--- src/rtl/pnl_bram_pkg.sv ---
// Shared types and constants for the two-port block RAM arbiter.
package pnl_bram_pkg;

  localparam int ADDR_W_DEF = 13;
  localparam int DATA_W_DEF = 16;

  localparam int RD_LAT_MIN = 1;
  localparam int RD_LAT_MAX = 3;

  typedef enum logic [1:0] {
    IDLE  = 2'd0,
    ISSUE = 2'd1,
    WAIT  = 2'd2,
    DONE  = 2'd3
  } state_e;

endpackage

--- src/rtl/pnl_bram_arbiter_if.sv ---
// Requester and RAM-side signal bundle; master = requesters/RAM, slave = arbiter.
interface pnl_bram_arbiter_if
  import pnl_bram_pkg::*;
#(
  parameter int ADDR_W = ADDR_W_DEF,
  parameter int DATA_W = DATA_W_DEF
);

  logic              REQ0_req;
  logic              REQ0_we;
  logic [ADDR_W-1:0] REQ0_addr;
  logic [DATA_W-1:0] REQ0_wdata;
  logic              REQ0_ack;
  logic [DATA_W-1:0] REQ0_rdata;

  logic              REQ1_req;
  logic              REQ1_we;
  logic [ADDR_W-1:0] REQ1_addr;
  logic [DATA_W-1:0] REQ1_wdata;
  logic              REQ1_ack;
  logic [DATA_W-1:0] REQ1_rdata;

  logic [ADDR_W-1:0] BRAM_PORTA_addr;
  logic [DATA_W-1:0] BRAM_PORTA_dout;
  logic [DATA_W-1:0] BRAM_PORTA_din;
  logic              BRAM_PORTA_we;

  modport master (
    output REQ0_req, REQ0_we, REQ0_addr, REQ0_wdata,
    input  REQ0_ack, REQ0_rdata,
    output REQ1_req, REQ1_we, REQ1_addr, REQ1_wdata,
    input  REQ1_ack, REQ1_rdata,
    input  BRAM_PORTA_addr, BRAM_PORTA_dout, BRAM_PORTA_we,
    output BRAM_PORTA_din
  );

  modport slave (
    input  REQ0_req, REQ0_we, REQ0_addr, REQ0_wdata,
    output REQ0_ack, REQ0_rdata,
    input  REQ1_req, REQ1_we, REQ1_addr, REQ1_wdata,
    output REQ1_ack, REQ1_rdata,
    output BRAM_PORTA_addr, BRAM_PORTA_dout, BRAM_PORTA_we,
    input  BRAM_PORTA_din
  );

endinterface

--- src/rtl/pnl_bram_arbiter_rr_arb2.sv ---
// Two-way round-robin picker: the pointed-to port wins when it requests.
module rr_arb2 (
  input  logic [1:0] req,
  input  logic       ptr,
  input  logic       advance,
  output logic       grant,
  output logic       valid
);

  always_comb begin
    valid = advance && (req != 2'b00);
    grant = req[ptr] ? ptr : ~ptr;
  end

endmodule

--- src/rtl/pnl_bram_arbiter.sv ---
// Serialises two requesters onto one single-port block RAM and hides its read latency.
module pnl_bram_arbiter
  import pnl_bram_pkg::*;
#(
  parameter int ADDR_W = ADDR_W_DEF,
  parameter int DATA_W = DATA_W_DEF,
  parameter int RD_LAT = 2
) (
  input  logic              Clk,
  input  logic              RESET,
  pnl_bram_arbiter_if.slave bus,
  output logic              busy,
  output logic              owner
);

  if (RD_LAT < RD_LAT_MIN || RD_LAT > RD_LAT_MAX) begin : g_bad_rd_lat
    $error("pnl_bram_arbiter: RD_LAT must be within 1..3");
  end

  localparam logic [1:0] CNT_INIT = 2'(RD_LAT - 1);

  state_e            state_reg, state_next;
  logic              ptr_reg;
  logic              owner_reg;
  logic              busy_reg;
  logic              we_reg;
  logic [ADDR_W-1:0] addr_reg;
  logic [DATA_W-1:0] dout_reg;
  logic [1:0]        cnt_reg;
  logic              ack_reg   [2];
  logic [DATA_W-1:0] rdata_reg [2];

  logic [1:0]        req_vec;
  logic              we_arr    [2];
  logic [ADDR_W-1:0] addr_arr  [2];
  logic [DATA_W-1:0] wdata_arr [2];
  logic              grant, grant_valid;
  logic              load, capture, enter_done;

  assign req_vec      = {bus.REQ1_req, bus.REQ0_req};
  assign we_arr[0]    = bus.REQ0_we;
  assign we_arr[1]    = bus.REQ1_we;
  assign addr_arr[0]  = bus.REQ0_addr;
  assign addr_arr[1]  = bus.REQ1_addr;
  assign wdata_arr[0] = bus.REQ0_wdata;
  assign wdata_arr[1] = bus.REQ1_wdata;

  rr_arb2 u_arb (
    .req     (req_vec),
    .ptr     (ptr_reg),
    .advance (state_reg == IDLE),
    .grant   (grant),
    .valid   (grant_valid)
  );

  always_comb begin
    state_next = state_reg;
    load       = 1'b0;
    capture    = 1'b0;
    case (state_reg)
      IDLE: begin
        if (grant_valid) begin
          state_next = ISSUE;
          load       = 1'b1;
        end
      end
      // we_reg is only high in ISSUE, so it doubles as the latched direction
      ISSUE:   state_next = we_reg ? DONE : WAIT;
      WAIT: begin
        if (cnt_reg == 2'd0) begin
          state_next = DONE;
          capture    = 1'b1;
        end
      end
      DONE:    state_next = IDLE;
      default: state_next = IDLE;
    endcase
  end

  assign enter_done = (state_next == DONE) && (state_reg != DONE);

  always_ff @(posedge Clk or posedge RESET) begin
    if (RESET) begin
      state_reg <= IDLE;
      ptr_reg   <= 1'b0;
      owner_reg <= 1'b0;
      busy_reg  <= 1'b0;
      we_reg    <= 1'b0;
      addr_reg  <= '0;
      dout_reg  <= '0;
      cnt_reg   <= 2'd0;
    end else begin
      state_reg <= state_next;
      busy_reg  <= (state_next != IDLE);
      we_reg    <= 1'b0;
      if (load) begin
        owner_reg <= grant;
        addr_reg  <= addr_arr[grant];
        we_reg    <= we_arr[grant];
        if (we_arr[grant]) begin
          dout_reg <= wdata_arr[grant];
        end
      end
      if (state_reg == ISSUE) begin
        cnt_reg <= CNT_INIT;
      end else if (state_reg == WAIT) begin
        cnt_reg <= cnt_reg - 2'd1;
      end
      // Favour the port that was not just served
      if (state_reg == DONE) begin
        ptr_reg <= ~owner_reg;
      end
    end
  end

  genvar gi;
  for (gi = 0; gi < 2; gi++) begin : g_port
    always_ff @(posedge Clk or posedge RESET) begin
      if (RESET) begin
        ack_reg[gi]   <= 1'b0;
        rdata_reg[gi] <= '0;
      end else begin
        ack_reg[gi] <= enter_done && (owner_reg == 1'(gi));
        if (capture && (owner_reg == 1'(gi))) begin
          rdata_reg[gi] <= bus.BRAM_PORTA_din;
        end
      end
    end
  end

  assign bus.REQ0_ack        = ack_reg[0];
  assign bus.REQ1_ack        = ack_reg[1];
  assign bus.REQ0_rdata      = rdata_reg[0];
  assign bus.REQ1_rdata      = rdata_reg[1];
  assign bus.BRAM_PORTA_addr = addr_reg;
  assign bus.BRAM_PORTA_dout = dout_reg;
  assign bus.BRAM_PORTA_we   = we_reg;
  assign busy                = busy_reg;
  assign owner               = owner_reg;

endmodule

--- src/flat_wrapper.sv ---
// flat-port wrapper written by rule: the top's interface ports become plain ports
module pnl_bram_arbiter_flat import pnl_bram_pkg::*;
#(
  parameter int ADDR_W = ADDR_W_DEF,
  parameter int DATA_W = DATA_W_DEF,
  parameter int RD_LAT = 2
)
  (Clk, RESET, busy, owner, bus_REQ0_req, bus_REQ0_we, bus_REQ0_addr, bus_REQ0_wdata, bus_REQ0_ack, bus_REQ0_rdata, bus_REQ1_req, bus_REQ1_we, bus_REQ1_addr, bus_REQ1_wdata, bus_REQ1_ack, bus_REQ1_rdata, bus_BRAM_PORTA_addr, bus_BRAM_PORTA_dout, bus_BRAM_PORTA_we, bus_BRAM_PORTA_din);
  pnl_bram_arbiter_if #(.ADDR_W(ADDR_W), .DATA_W(DATA_W)) bus_i ();
  input  logic Clk;
  input  logic RESET;
  output logic busy;
  output logic owner;
  input wire logic [$bits(bus_i.REQ0_req)-1:0] bus_REQ0_req;
  input wire logic [$bits(bus_i.REQ0_we)-1:0] bus_REQ0_we;
  input wire logic [$bits(bus_i.REQ0_addr)-1:0] bus_REQ0_addr;
  input wire logic [$bits(bus_i.REQ0_wdata)-1:0] bus_REQ0_wdata;
  output wire logic [$bits(bus_i.REQ0_ack)-1:0] bus_REQ0_ack;
  output wire logic [$bits(bus_i.REQ0_rdata)-1:0] bus_REQ0_rdata;
  input wire logic [$bits(bus_i.REQ1_req)-1:0] bus_REQ1_req;
  input wire logic [$bits(bus_i.REQ1_we)-1:0] bus_REQ1_we;
  input wire logic [$bits(bus_i.REQ1_addr)-1:0] bus_REQ1_addr;
  input wire logic [$bits(bus_i.REQ1_wdata)-1:0] bus_REQ1_wdata;
  output wire logic [$bits(bus_i.REQ1_ack)-1:0] bus_REQ1_ack;
  output wire logic [$bits(bus_i.REQ1_rdata)-1:0] bus_REQ1_rdata;
  output wire logic [$bits(bus_i.BRAM_PORTA_addr)-1:0] bus_BRAM_PORTA_addr;
  output wire logic [$bits(bus_i.BRAM_PORTA_dout)-1:0] bus_BRAM_PORTA_dout;
  output wire logic [$bits(bus_i.BRAM_PORTA_we)-1:0] bus_BRAM_PORTA_we;
  input wire logic [$bits(bus_i.BRAM_PORTA_din)-1:0] bus_BRAM_PORTA_din;
  assign bus_i.REQ0_req = bus_REQ0_req;
  assign bus_i.REQ0_we = bus_REQ0_we;
  assign bus_i.REQ0_addr = bus_REQ0_addr;
  assign bus_i.REQ0_wdata = bus_REQ0_wdata;
  assign bus_REQ0_ack = bus_i.REQ0_ack;
  assign bus_REQ0_rdata = bus_i.REQ0_rdata;
  assign bus_i.REQ1_req = bus_REQ1_req;
  assign bus_i.REQ1_we = bus_REQ1_we;
  assign bus_i.REQ1_addr = bus_REQ1_addr;
  assign bus_i.REQ1_wdata = bus_REQ1_wdata;
  assign bus_REQ1_ack = bus_i.REQ1_ack;
  assign bus_REQ1_rdata = bus_i.REQ1_rdata;
  assign bus_BRAM_PORTA_addr = bus_i.BRAM_PORTA_addr;
  assign bus_BRAM_PORTA_dout = bus_i.BRAM_PORTA_dout;
  assign bus_BRAM_PORTA_we = bus_i.BRAM_PORTA_we;
  assign bus_i.BRAM_PORTA_din = bus_BRAM_PORTA_din;
  pnl_bram_arbiter #(.ADDR_W(ADDR_W), .DATA_W(DATA_W), .RD_LAT(RD_LAT)) u_core (.Clk(Clk), .RESET(RESET), .bus(bus_i), .busy(busy), .owner(owner));
endmodule
--- config.mk ---
export PLATFORM = sky130hd
export DESIGN_NAME = pnl_bram_arbiter_flat
export DESIGN_NICKNAME = d
export VERILOG_FILES = /design/src/rtl/pnl_bram_pkg.sv /design/src/rtl/pnl_bram_arbiter_if.sv /design/src/rtl/pnl_bram_arbiter_rr_arb2.sv /design/src/rtl/pnl_bram_arbiter.sv /design/src/flat_wrapper.sv
export SDC_FILE = /design/constraint.sdc
export NUM_CORES = 1
export LEC_CHECK = 0
export BUFFER_PORTS_ARGS = -buffer_cell sky130_fd_sc_hd__buf_2
export CAP_MARGIN = 10
export CORE_ASPECT_RATIO = 0.5
export CORE_MARGIN = 2
export CORE_UTILIZATION = 50
export CTS_CLUSTER_DIAMETER = 200
export DETAILED_ROUTE_END_ITERATION = 10
export PLACE_DENSITY = 0.85
export SYNTH_ARGS = -nofsm -noshare
export SYNTH_HDL_FRONTEND = slang
export SYNTH_SLANG_ARGS = --single-unit
--- constraint.sdc ---
create_clock -name Clk -period 6.3 [get_ports Clk]
set_clock_uncertainty 0.1 [all_clocks]
set_input_delay 1.575 -clock Clk [delete_from_list [all_inputs] [get_ports Clk]]
set_output_delay 1.575 -clock Clk [all_outputs]
set_load 0.02 [all_outputs]
==> After elaboration in Yosys (flattened, before gate mapping) <==
Index checks and enable logic that the tools add are counted.
{ "classes": {"add_sub_neg": 1, "order_cmp": 2, "eq_ne": 5, "n_mux": 23, "n_bitwise": 3, "reduce_logical": 12} }
{ "ops": {"columns": ["operator", "n"], "rows": [
  ["16-bit 2-to-1 mux", 3],
  ["13-bit 2-to-1 mux", 3],
  ["1-bit 2-to-1 mux", 12],
  ["2-bit 2-to-1 mux", 4],
  ["2-bit one-hot mux with 4 select lines", 1],
  ["2-bit equality test, second input constant", 3],
  ["1-bit logical AND", 6],
  ["2-bit nonzero test", 3],
  ["2-bit logical NOT", 2],
  ["2-bit by 1-bit equality test with 1-bit output, second input constant", 1],
  ["2-bit >= comparator, second input constant", 1],
  ["1-bit by 2-bit less-than comparator with 1-bit output, second input constant", 1],
  ["2-bit != test, second input constant", 1],
  ["1-bit inverter", 2],
  ["1-bit inverter with 2-bit output", 1],
  ["2-bit AND reduction", 1],
  ["2-bit by 1-bit subtractor with 2-bit output, second input constant", 1]
]} }
{ "word_totals": {"regBits": 71, "inputBits": 80, "output_inout_bits": 66, "elab_cells": 58} }

==> Longest topological paths before layout <==
Gate-level depths: netlist (run 1).
{ "depth": {"ltp_word": 8, "ltp_mapped": 7, "mapped_depth_nobuf": 5} }

==> By module <==
From an unflattened synthesis (run 1), not the netlist that was laid out.
{ "hier_totals": {"cells_unflattened": 218, "hier_area_um2": 3103.0} }
{ "by_module_without_submodules": {"columns": ["module", "instances", "cells_each", "area_per_inst_um2", "seq_area_each_um2"], "rows": [
  ["pnl_bram_arbiter", 1, 215, 3086.7, 1776.7],
  ["rr_arb2", 1, 3, 16.3, 0.0]
]} }

==> Worst setup path after synthesis (run 1) <==
No wires, ideal clock.
{ "synth_timing": {"path_kind": "input-to-reg", "startpoint": "input port bus_REQ0_req", "endpoint": "register u_core.dout_reg[10], in the netlist u_core.bus.BRAM_PORTA_dout[10]", "setup_ns": 0.141, "t_arrival_ns": 2.344, "required_ns": 6.059, "setup_slack_ns": 3.715, "stages": 6, "n_path_buf": 2, "path_cell_list": "nor2b_2 > a21o_1 > buf_6 > buf_12 > mux2i_1 > a31oi_1"} }
{ "synth_via": {"elab_chain_cells": 8, "word_cells_on_any_way": 15, "classes_between": "mux: 11; bitwise: 1; reduce/logical: 3"} }
{ "synth_lines": {"columns": ["element", "line_no", "rtl"], "rows": [
  ["start, declared", "flat_wrapper.sv:14", "input wire logic [$bits(bus_i.REQ0_req)-1:0] bus_REQ0_req;"],
  ["1-bit 2-to-1 mux (implied by the code) (2 in a row)", "pnl_bram_arbiter_rr_arb2.sv:12", "grant = req[ptr] ? ptr : ~ptr;"],
  ["1-bit 2-to-1 mux", "pnl_bram_arbiter_rr_arb2.sv:12", null],
  ["1-bit inverter with 2-bit output (implied by the code)", "pnl_bram_arbiter.sv:100, pnl_bram_arbiter.sv:101", null],
  ["1-bit 2-to-1 mux (implied by the code) (3 in a row)", "pnl_bram_arbiter.sv:100", "if (we_arr[grant]) begin"],
  ["2-bit AND reduction (no line)", null, null],
  ["end signal, assigned", "pnl_bram_arbiter.sv:101", "dout_reg <= wdata_arr[grant];"],
  ["end, declared", "pnl_bram_arbiter.sv:28", "logic [DATA_W-1:0] dout_reg;"]
]} }
Several ways; a longest one is shown, not always the timed one. The select of a mux whose other input is x is not followed.
A chain may end at the register's enable or synchronous reset.

==> Worst setup path after layout (run 1) <==
{ "layout_timing": {"startpoint": "input port bus_REQ0_req", "endpoint": "register u_core.dout_reg[7], in the netlist u_core.bus.BRAM_PORTA_dout[7]"} }
The elaborated chain is that of the path after synthesis.

==> reports/metrics.csv, run 1 <==
stage;metric;value;unit
clock_tree;CTS root buffer;clkbuf_16;
clock_tree;post-cts sizing count;0;
clock_tree;Num CTS Buffers;9;
floorplan;num rows;20;
power;Leakage;2.112;nW
clock_tree;Setup Buffers After CTS;0;
grt;first-pass GRT wire length;10.52;mm
logic_synthesis;synth warn;0;
timing;setup violators final;0;
final_layout;multi-input logic area;1181;um2
setup_path;Critical Path AT;3280;ps
detailed_routing;vias per inst;4.992;
logic_synthesis;Post-synth EDFFs;0;
grt;gr usage total;20.81;%
grt;number of global-route vias before repair;2289;
detailed_routing;drt total wl;6.864;mm
setup_path;Req. time, crit path;6330;ps
clock_tree;CTS Sinks;71;
timing;Worst-Margin Slew;1191;ps
grt;total grt overflow;0;
final_layout;Final #Nets;475;
timing;Pins Over Slew Limit;0;
run_status;status;finished, final reports clean;
timing;Fin Setup TNS;0;ps
timing;period utilization;51.62;%
run;maxcap violations;0;
logic_synthesis;async set-reset flop share out of synthesis;100.0;%
floorplan;Ports;146;
place;routability cong.;0.8520;
power;Max VDD drop;0.2701;mV
clock_tree;later-pin clock latency in the skew report;330;ps
clock_tree;Post-CTS Hold Buffers;0;
logic_synthesis;Cells after Synth;246;
detailed_routing;drt first pass iters;5;
logic_synthesis;Seq cells post-synth;71;
detailed_routing;post-route ant nets;0;
power;Tot Pwr;2.336;mW
floorplan;die width;115.3;um
final_layout;filler instances;448;
logic_synthesis;sequential share of the synthesized area;57.40;%
place;I/O Buffers;145;
grt;largest net degree at the start of global routing;42;
timing;Fmax;307.5;MHz
timing;fin crit period;3252;ps
logic_synthesis;Unique masters post-synth;27;
final_layout;Syn-to-layout area delta;34.40;%
detailed_routing;DR DRC count;0;
place;HPWL after DPL;5.084;mm
final_layout;most common cell after layout, fill and taps aside;buf_2;
setup_path;Setup crit end kind;flip-flop;
floorplan;Core ar.;6031;um2
logic_synthesis;dominant synthesized flop cell;dfrtp_1;
detailed_routing;DR WL/cell;14.21;um
logic_synthesis;Synth Area per Inst;12.58;um2
timing;RSZ-0062 raised after global routing;no;
power;PwrDens;561.5;nW/um2
setup_path;largest fanout on the critical path;16;
detailed_routing;vias;2411;
setup_path;Worst setup SP type;primary input;
floorplan;DIE AREA;6874;um2
worst_hold_path;Worst Hold Class;flip-flop to flip-flop;
clock_tree;CTS tree;built;
floorplan;Initial Util;51.33;%
setup_path;CP Class;primary input to flip-flop;
clock_tree;Clock Tree Buf Depth;2;
logic_synthesis;Mapped Area;3095;um2
final_layout;Reg area;1777;um2
final_layout;# diodes;0;
logic_synthesis;Mapped Nets;331;
floorplan;Die H;59.64;um
clock_tree;number of H-tree levels;3;
final_layout;layout cells sized above 1;51.39;%
final_layout;commonest non-fill, non-tap cells in the layout;buf_2 (145), dfrtp_1 (71), mux2_2 (32);
grt;initial antenna violation count;0;
timing;Rel. slew slack;20.63;%
detailed_routing;initial drt markers;95;
timing;final hold viol count;0;
clock_tree;clock-pin slew on the worst setup and hold paths;60;ps
-- routing by layer --
| layer | global-route usage, % | vias to the layer above | share of wire [%] |
|---|---|---|---|
| met4 | 5.164 | 0 | 1.3 |
| met5 | 0 | - | 0 |
| met2 | 37.98 | 82 | 53 |
| met3 | 9.816 | 9 | 5.5 |
| li1 | - | 1162 | - |
| met1 | 22.29 | 1158 | 40 |
-- per-stage QoR --
stage | utilization, % | instances | area [um2] | hold WS (ps) | setup slack (ps)
detailed placement | 63.59 | 466 | 3835 | 369.8 | 2734
floorplan | - | 246 | 3095 | 388.4 | 2828
CTS | 68.53 | 482 | 4133 | 382.3 | 3088
global placement | 63.59 | 466 | 3835 | 366.2 | 2911
global route | 68.98 | 483 | 4160 | 396.9 | 2965
finish | 68.98 | 483 | 4160 | 377.9 | 3048
-- final cells by class --
type	instances	area share, %
clock buffer	9	5.414
clock inverter	7	1.744
inverter	7	0.6316
multi-input combinational	153	28.39
sequential	71	42.71
tap	88	2.647
timing repair buffer	148	18.47
-- worst max-delay path, cell delays in order --
cell and delay [ps]:
buf_2 130, nor2b_2 200, a21o_1 610, buf_4 410, mux2i_1 230, a31oi_1 120
-- cells by family after synthesis --
logic type / count (synthesis) / share of synthesized area, %
muxes: 61 / 21.02
adders and majority gates: 5 / 2.021
and+or+nand+nor: 34 / 5.336
AOI/OAI and AO/OA: 53 / 9.782
buffers and inverters: 22 / 4.446
DFF: 71 / 57.40
-- report_power, final --
part	switching [mW]	internal [mW]	total [mW]	leakage, nW
Combinational	0.631	0.407	1.04	1.14
Clock	0.188	0.306	0.495	0.142
Sequential	0.118	0.684	0.803	0.831
-- Yosys cell counts (2+ instances only) --
cell	count	share of area (%)
dfrtp_1	71	57
mux2_2	32	12
mux2i_1	29	9.4
nand2_1	20	2.4
a21oi_1	17	2.7
a31oi_1	16	3.2
o21ai_1	13	2.1
inv_1	7	0.85
buf_2	6	0.97
nor2_1	6	0.73
clkbuf_1	5	0.61
ha_1	5	2.0
o21ai_0	3	0.48
buf_12	2	1.3
buf_6	2	0.73
-- worst paths after layout --
| kind | from | endpoint | slack [ps] | depth (start not counted) |
|---|---|---|---|---|
| max | bus_REQ0_req | u_core.bus.BRAM_PORTA_dout[7] | 3050 | 6 |
| min | u_core.bus.BRAM_PORTA_addr[12] | u_core.bus.BRAM_PORTA_addr[12] | 380 | 2 |
| max reg2reg | u_core.state_reg[0] | u_core.bus.BRAM_PORTA_addr[3] | 3660 | 5 |
| min reg2reg | u_core.bus.BRAM_PORTA_addr[12] | u_core.bus.BRAM_PORTA_addr[12] | 380 | 2 |
| max in group asynchronous | RESET | u_core.bus.BRAM_PORTA_addr[6] | 3950 | 3 |
| min in group asynchronous | RESET | u_core.bus.REQ0_rdata[4] | 1230 | 2 |
Note: power is estimated with default switching activity, not from simulation.
==> inputs of run 2 (changes only) <==
Settings changed: ABC_AREA set to 1, CORE_UTILIZATION 50 to 48, PLACE_DENSITY 0.85 to 0.81.
Clock period 6.3 ns to 3.2 ns, I/O delays scaled along.
==> run 2 against run 1 <==
Die area grew 13%; clock-buffer cell count stayed put; global-route usage rose by 1.0 points; power grew 100%; final area is 6.9% higher; sequential power is 96% higher; area after synthesis is 8.7% higher; core utilization is 2.9 points lower; flip-flop and latch count did not move; setup slack lost 1900 ps; via count increased by 27%; critical path type is now flip-flop to flip-flop; critical endpoint is now u_core.bus.BRAM_PORTA_dout[4]; largest cell class unchanged.
==> reports/metrics.csv, run 2 <==
stage;metric;value;unit;change
detailed_routing;drt first pass iters;4;;-1
detailed_routing;vias;3069;;+27%
clock_tree;Clock Tree Buf Depth;2;;unchanged
floorplan;DIE AREA;7738;um2;+13%
worst_hold_path;Worst Hold Class;flip-flop to flip-flop;;
grt;number of global-route vias before repair;2969;;+30%
clock_tree;Post-CTS Hold Buffers;0;;unchanged
run;maxcap violations;0;;unchanged
timing;final hold viol count;0;;unchanged
floorplan;Core ar.;6726;um2;+12%
place;Placed Cells incl. Taps;619;;+33%
logic_synthesis;top-count cell post-synth;nand2_1;;
logic_synthesis;synth top area cells;dfrtp_1 (53%), nand2_1 (14%), nand3_1 (5.8%), o21ai_0 (5.2%), inv_1 (4.6%);;
setup_path;crit-path most repeated cell;nand2_1;;
clock_tree;CTS root buffer;clkbuf_16;;
power;Leakage;2.562;nW;+21%
detailed_routing;drt total wl;7.874;mm;+15%
clock_tree;Num CTS Buffers;9;;unchanged
clock_tree;later-pin clock latency in the skew report;320;ps;about the same
setup_path;Critical Path AT;2190;ps;-1090 ps
logic_synthesis;Synth Area per Inst;8.499;um2;-32%
logic_synthesis;Synth top area share;52.79;%;-4.6 points
setup_path;FF-to-FF End;u_core.bus.BRAM_PORTA_dout[4];;
detailed_routing;DR WL/cell;12.40;um;-13%
logic_synthesis;Cells after Synth;396;;+61%
logic_synthesis;dominant synthesized flop cell;dfrtp_1;;
logic_synthesis;Mapped Area;3366;um2;+8.7%
logic_synthesis;Mapped Nets;481;;+45%
floorplan;num rows;21;;+5.0%
setup_path;Worst setup SP type;flip-flop;;
grt;largest net degree at the start of global routing;33;;-21%
setup_path;Req. time, crit path;3310;ps;-3020 ps
grt;total grt overflow;0;;unchanged
floorplan;die width;122.4;um;+6.2%
clock_tree;number of H-tree levels;3;;unchanged
clock_tree;CTS tree;built;;
setup_path;Setup crit end kind;flip-flop;;
final_layout;Syn-to-layout area delta;32.08;%;
timing;Rel. slew slack;39.50;%;+19 points
power;PwrDens;1067;nW/um2;+90%
logic_synthesis;Unique masters post-synth;25;;-7.4%
setup_path;Worst path slowest cell;dfrtp_1;;
run_status;status;finished, final reports clean;;
floorplan;Initial Util;50.04;%;-1.3 points
detailed_routing;DR DRC count;0;;unchanged
detailed_routing;initial drt markers;155;;+63%
setup_path;worst r2r src;u_core.state_reg[0];;
grt;first-pass GRT wire length;13.18;mm;+25%
timing;Fmax;479.0;MHz;
grt;gr usage total;21.84;%;+1.0 points
final_layout;layout cells sized above 1;35.17;%;-16 points
final_layout;filler instances;573;;+28%
timing;period utilization;65.24;%;
grt;initial antenna violation count;0;;unchanged
timing;Pins Over Slew Limit;0;;unchanged
final_layout;commonest non-fill, non-tap cells in the layout;buf_2 (145), nand2_1 (129), dfrtp_1 (71);;
logic_synthesis;Seq cells post-synth;71;;unchanged
final_layout;Final #Nets;623;;+31%
place;routability cong.;0.8324;;-2.3%
logic_synthesis;async set-reset flop share out of synthesis;100.0;%;unchanged
place;I/O Buffers;145;;unchanged
final_layout;fin cells;635;;+31%
final_layout;# diodes;0;;unchanged
setup_path;Top delay family on crit path;buffers and inverters;;
logic_synthesis;Synth area leader;dfrtp_1;;
timing;Worst-Margin Slew;905.3;ps;-285.3 ps
worst_hold_path;HP Start;u_core.owner;;
clock_tree;post-cts sizing count;0;;unchanged
final_layout;most common cell after layout, fill and taps aside;buf_2;;
power;Tot Pwr;4.745;mW;+100%
timing;Fin Setup TNS;0;ps;unchanged
clock_tree;CTS Sinks;71;;unchanged
logic_synthesis;sequential share of the synthesized area;52.79;%;-4.6 points
timing;RSZ-0062 raised after global routing;no;;
place;HPWL after DPL;5.774;mm;+14%
logic_synthesis;Post-synth top cells;nand2_1 (129), dfrtp_1 (71), inv_1 (41);;
floorplan;Ports;146;;unchanged
worst_hold_path;worst hold stages;1;;-1
worst_hold_path;Hold Crit Endpoint;u_core.bus.REQ0_ack;;
timing;fin crit period;2088;ps;
setup_path;cells along the critical path;inv_1 -> ha_1 -> o21ai_2 -> buf_4 -> inv_2 -> nand3_4 -> nand2_1 -> nand2_1;;
setup_path;Worst Path Buf+Inv;3;;+1
floorplan;Die H;63.21;um;+6.0%
detailed_routing;vias per inst;4.833;;-3.2%
setup_path;CP Class;flip-flop to flip-flop;;
power;Max VDD drop;0.4049;mV;+50%
logic_synthesis;synth warn;0;;unchanged
setup_path;reg2reg setup slack;1110;ps;-2550 ps
setup_path;largest fanout on the critical path;25;;+9
timing;setup violators final;0;;unchanged
detailed_routing;post-route ant nets;0;;unchanged
logic_synthesis;Post-synth EDFFs;0;;unchanged
clock_tree;clock-pin slew on the worst setup and hold paths;60;ps;about the same
setup_path;worst reg-to-reg path cell count;8;;+3
setup_path;critical path's largest stage delay;410;ps;-200 ps
clock_tree;Setup Buffers After CTS;0;;unchanged
## run 2: cell types whose count changed after synthesis, moves of 10 or more
cell | previous run | this run
a21oi_1 | 17 | 0
nand2_1 | 20 | 129
mux2i_1 | 29 | 0
nor2_1 | 6 | 16
inv_1 | 7 | 41
mux2_2 | 32 | 0
o21ai_0 | 3 | 35
a31oi_1 | 16 | 0
nand3_2 | 1 | 12
nand3_1 | 0 | 39
## run 2: stage by stage
step | hold slack [ps] | worst slack (ps) | cell area, um2 | util, %
5_1_grt | 398.6 | 976.3 | 4446 | 66.09
2_1_floorplan | 358.2 | 503.4 | 3366 | -
4_1_cts | 381.2 | 1096 | 4446 | 66.09
3_5_place_dp | 363.6 | 913.8 | 4124 | 61.31
6_report | 377.7 | 1112 | 4446 | 66.09
3_3_place_gp | 362.0 | 985.0 | 4124 | 61.31
## run 2: routing by layer
| metal | part of all wire, % | vias up | track usage, % |
|---|---|---|---|
| met5 | 0 | - | 0 |
| met4 | 1.4 | 0 | 6.466 |
| met3 | 6.4 | 10 | 6.431 |
| met2 | 49 | 103 | 37.92 |
| met1 | 43 | 1418 | 26.37 |
| li1 | - | 1538 | - |
## run 2: report_power, final
part	switching, mW	internal [mW]	total (mW)	leakage (nW)
Clock	0.366	0.684	1.05	0.160
Combinational	1.43	0.697	2.13	1.53
Sequential	0.233	1.34	1.57	0.872
Total	2.03	2.72	4.74	2.56
## run 2: layout make-up
type | instances | area [um2] | share of cell area [%]
Tap cell | 92 | 115.1 | 2.589
Clock inverter | 7 | 96.34 | 2.167
Multi-Input combinational cell | 263 | 1311 | 29.50
Inverter | 44 | 165.2 | 3.715
Timing Repair Buffer | 149 | 755.7 | 17.00
Sequential cell | 71 | 1777 | 39.97
Clock buffer | 9 | 225.2 | 5.066
## run 2: worst max path at each step
stage | slack [ps] | endpoint | cells past startpoint | start
floorplan | 500 | u_core.bus.BRAM_PORTA_addr[0] | 1 | RESET
global placement | 980 | u_core.bus.BRAM_PORTA_dout[11] | 7 | bus_REQ1_req
detailed placement | 910 | u_core.bus.BRAM_PORTA_dout[3] | 7 | bus_REQ1_req
CTS | 1100 | u_core.bus.BRAM_PORTA_dout[4] | 8 | u_core.state_reg[0]
global route | 980 | u_core.bus.BRAM_PORTA_dout[4] | 8 | u_core.state_reg[0]
finish | 1110 | u_core.bus.BRAM_PORTA_dout[4] | 8 | u_core.state_reg[0]
## run 2: cell families (layout without fill, tap and decap cells)
logic type               after synthesis  count (layout)  share of synthesized area (%)
AO/OA/AOI/OAI                         51              51                          7.733
AND/OR/NAND/NOR                      207             207                          29.37
flip-flops                            71              71                          52.79
adder cells (fa/ha/maj)                5               5                          1.859
buffers and inverters                 62             209                          8.253
## run 2: worst reg2reg max path: stages (launching register included)
cell	delay, ps
dfrtp_1	410
inv_1	100
ha_1	200
o21ai_2	60
buf_4	190
inv_2	380
nand3_4	280
nand2_1	160
nand2_1	80
==> inputs of run 3 (changes only) <==
Settings changed: CORE_UTILIZATION 48 to 43, PLACE_DENSITY 0.81 to 0.76.
Clock period 3.2 ns to 1.7 ns, I/O delays scaled along.
==> run 3 against run 2 <==
Sequential power grew 88%; non-clock buffer count increased by 7; global-route usage down 2.3 points; worst hold slack got worse by 340 ps; final area increased by 3.7%.
==> reports/metrics.csv, run 3 (synthesis gave the netlist of run 2 again) <==
stage;metric;value;unit;change
grt;number of global-route vias before repair;2922;;-1.6%
detailed_routing;DRT met1 WL;3.415;mm;+0.89%
worst_hold_path;Worst Hold Class;primary input to async pin;;
timing;RSZ-0062 raised after global routing;no;;
final_layout;Final #Nets;630;;+1.1%
timing;final hold viol count;0;;unchanged
detailed_routing;vias;3053;;-0.52%
final_layout;layout cells sized above 1;36.00;%;+0.83 points
floorplan;Initial Util;45.12;%;-4.9 points
grt;largest net degree at the start of global routing;37;;+12%
clock_tree;Setup Buffers After CTS;0;;unchanged
clock_tree;CTS Sinks;71;;unchanged
clock_tree;Clock Tree Buf Depth;2;;unchanged
grt;gr usage total;19.52;%;-2.3 points
final_layout;cell area after layout;4609;um2;+3.7%
final_layout;Reg area;1777;um2;unchanged
clock_tree;Post-CTS Hold Buffers;0;;unchanged
detailed_routing;vias per inst;4.640;;-4.0%
power;Int Pwr;5.434;mW;+100%
final_layout;# diodes;0;;unchanged
clock_tree;Num CTS Buffers;9;;unchanged
detailed_routing;drt total wl;7.927;mm;+0.67%
timing;Rel. slew slack;71.63;%;+32 points
run_status;status;finished, final reports clean;;
timing;setup violators final;0;;unchanged
place;HPWL after DPL;5.834;mm;+1.0%
power;Net Sw Power;3.835;mW;+89%
power;Leakage;2.626;nW;+2.5%
setup_path;CP Class;flip-flop to flip-flop;;
grt;total grt overflow;0;;unchanged
place;Placed Area;4250;um2;+3.1%
detailed_routing;post-route ant nets;0;;unchanged
timing;fin crit period;1544;ps;-543.8 ps
floorplan;Ports;146;;unchanged
setup_path;largest fanout on the critical path;22;;-12%
detailed_routing;wire length on met3;468;um;-6.4%
final_layout;Syn-to-layout area delta;36.95;%;
timing;Fin Setup TNS;0;ps;unchanged
power;Tot Pwr;9.270;mW;+95%
power;clock network power share;23.5;%;+1.4 points
setup_path;Worst setup SP type;flip-flop;;
clock_tree;later-pin clock latency in the skew report;330;ps;about the same
detailed_routing;drt first pass iters;5;;+1
detailed_routing;DR WL/cell;12.05;um;-2.8%
power;power share of the combinational group;44.7;%;about the same
clock_tree;clock-pin slew on the worst setup and hold paths;60;ps;about the same
setup_path;Critical Path AT;1690;ps;-500 ps
final_layout;commonest non-fill, non-tap cells in the layout;buf_2 (145), nand2_1 (129), dfrtp_1 (71);;
power;Switching Fraction;41.38;%;-1.4 points
detailed_routing;DR DRC count;0;;unchanged
detailed_routing;Top Layer Used;met4;;
clock_tree;number of H-tree levels;3;;unchanged
floorplan;num rows;22;;+4.8%
grt;initial antenna violation count;0;;unchanged
clock_tree;CTS root buffer;clkbuf_16;;
final_layout;multi-input logic area;1311;um2;unchanged
final_layout;most common cell after layout, fill and taps aside;buf_2;;
place;I/O Buffers;145;;unchanged
timing;Fmax;647.8;MHz;+35%
timing;period utilization;90.81;%;+26 points
setup_path;Req. time, crit path;1840;ps;-1470 ps
clock_tree;CTS tree;built;;
run;maxcap violations;0;;unchanged
power;Max VDD drop;0.6792;mV;+68%
detailed_routing;metal2 WL;3.930;mm;+1.3%
final_layout;filler instances;663;;+16%
setup_path;Setup crit end kind;flip-flop;;
place;routability cong.;0.8139;;-2.2%
timing;Worst-Margin Slew;425.6;ps;-479.7 ps
floorplan;die width;129.1;um;+5.5%
floorplan;Core ar.;7460;um2;+11%
timing;Fin Hold WS;42.06;ps;-335.6 ps
power;PwrDens;2011;nW/um2;+88%
floorplan;DIE AREA;8594;um2;+11%
timing;Pins Over Slew Limit;0;;unchanged
detailed_routing;initial drt markers;102;;-34%
grt;first-pass GRT wire length;13.05;mm;-1.0%
floorplan;Die H;66.56;um;+5.3%
power;sequential share of power;31.8;%;-1.3 points
-- run 3: changes by cell type in the layout (fill, tap and decap cells not counted) --
cell	previous run	this run
inv_2	4	3
buf_4	4	6
buf_12	0	4
buf_6	0	1
bufinv_16	2	3
clkinvlp_4	0	1
clkinv_2	2	0
clkbuf_8	0	1
-- run 3: critical path: stages, from the launching register on --
cell and delay [ps]:
dfrtp_1 410, inv_1 100, ha_1 200, o21ai_2 100
inv_2 110, buf_6 230, nand2_1 80, o21ai_1 130
-- run 3: stage by stage --
| stage | setup slack [ps] | cells | util [%] |
|---|---|---|---|
| floorplan | 286.6 | 396 | - |
| global placement | 152.6 | 642 | 56.98 |
| detailed placement | 105.4 | 642 | 56.98 |
| CTS | 80.80 | 658 | 61.74 |
| global route | 35.58 | 658 | 61.79 |
| finish | 156.2 | 658 | 61.79 |
-- run 3: per-layer routing --
metal	up-vias	GRT usage [%]
li1	1553	-
met2	92	35.66
met5	-	0
met1	1399	22.18
met4	0	7.065
met3	9	5.382
-- run 3: path summary, 6_finish.rpt --
check / cells past startpoint / slack [ps] / start / to
max in group asynchronous: 3 / 1040 / RESET / u_core.bus.REQ1_rdata[8]
setup reg to reg: 7 / 160 / u_core.state_reg[0] / u_core.bus.BRAM_PORTA_addr[5]
hold reg to reg: 2 / 380 / u_core.bus.BRAM_PORTA_dout[3] / u_core.bus.BRAM_PORTA_dout[3]
min in group Clk: 3 / 260 / bus_REQ0_addr[3] / u_core.bus.BRAM_PORTA_addr[3]
hold / removal: 3 / 40 / RESET / u_core.bus.REQ1_rdata[0]
setup / recovery: 7 / 160 / u_core.state_reg[0] / u_core.bus.BRAM_PORTA_addr[5]
-- run 3: cell type report --
class | count | area share [%]
flip-flops and latches | 71 | 38.54
multi-input cells | 263 | 28.45
repair buffers | 156 | 18.70
clock buffers | 10 | 5.185
inverters | 44 | 3.664
well taps | 108 | 2.932
clock inverters | 6 | 2.524
-- run 3: what timing repair did --
| item | CTS | global route |
|---|---|---|
| gates resized for setup | 0 | 1 |
| setup endpoints to repair | 0 | 8 |
| endpoints found under the hold margin | 0 | 0 |
-- run 3: power by group through the flow --
| stage | sequential, mW | combinational (mW) | clock [mW] |
|---|---|---|---|
| 6_report | 2.95 | 4.14 | 2.18 |
| 5_1_grt | 3.04 | 4.62 | 2.31 |
| 4_1_cts | 2.95 | 4.19 | 2.22 |
| 3_5_place_dp | 2.96 | 4.18 | 0 |
| 3_3_place_gp | 2.95 | 4.09 | 0 |
| 2_1_floorplan | 3.86 | 1.90 | 0 |
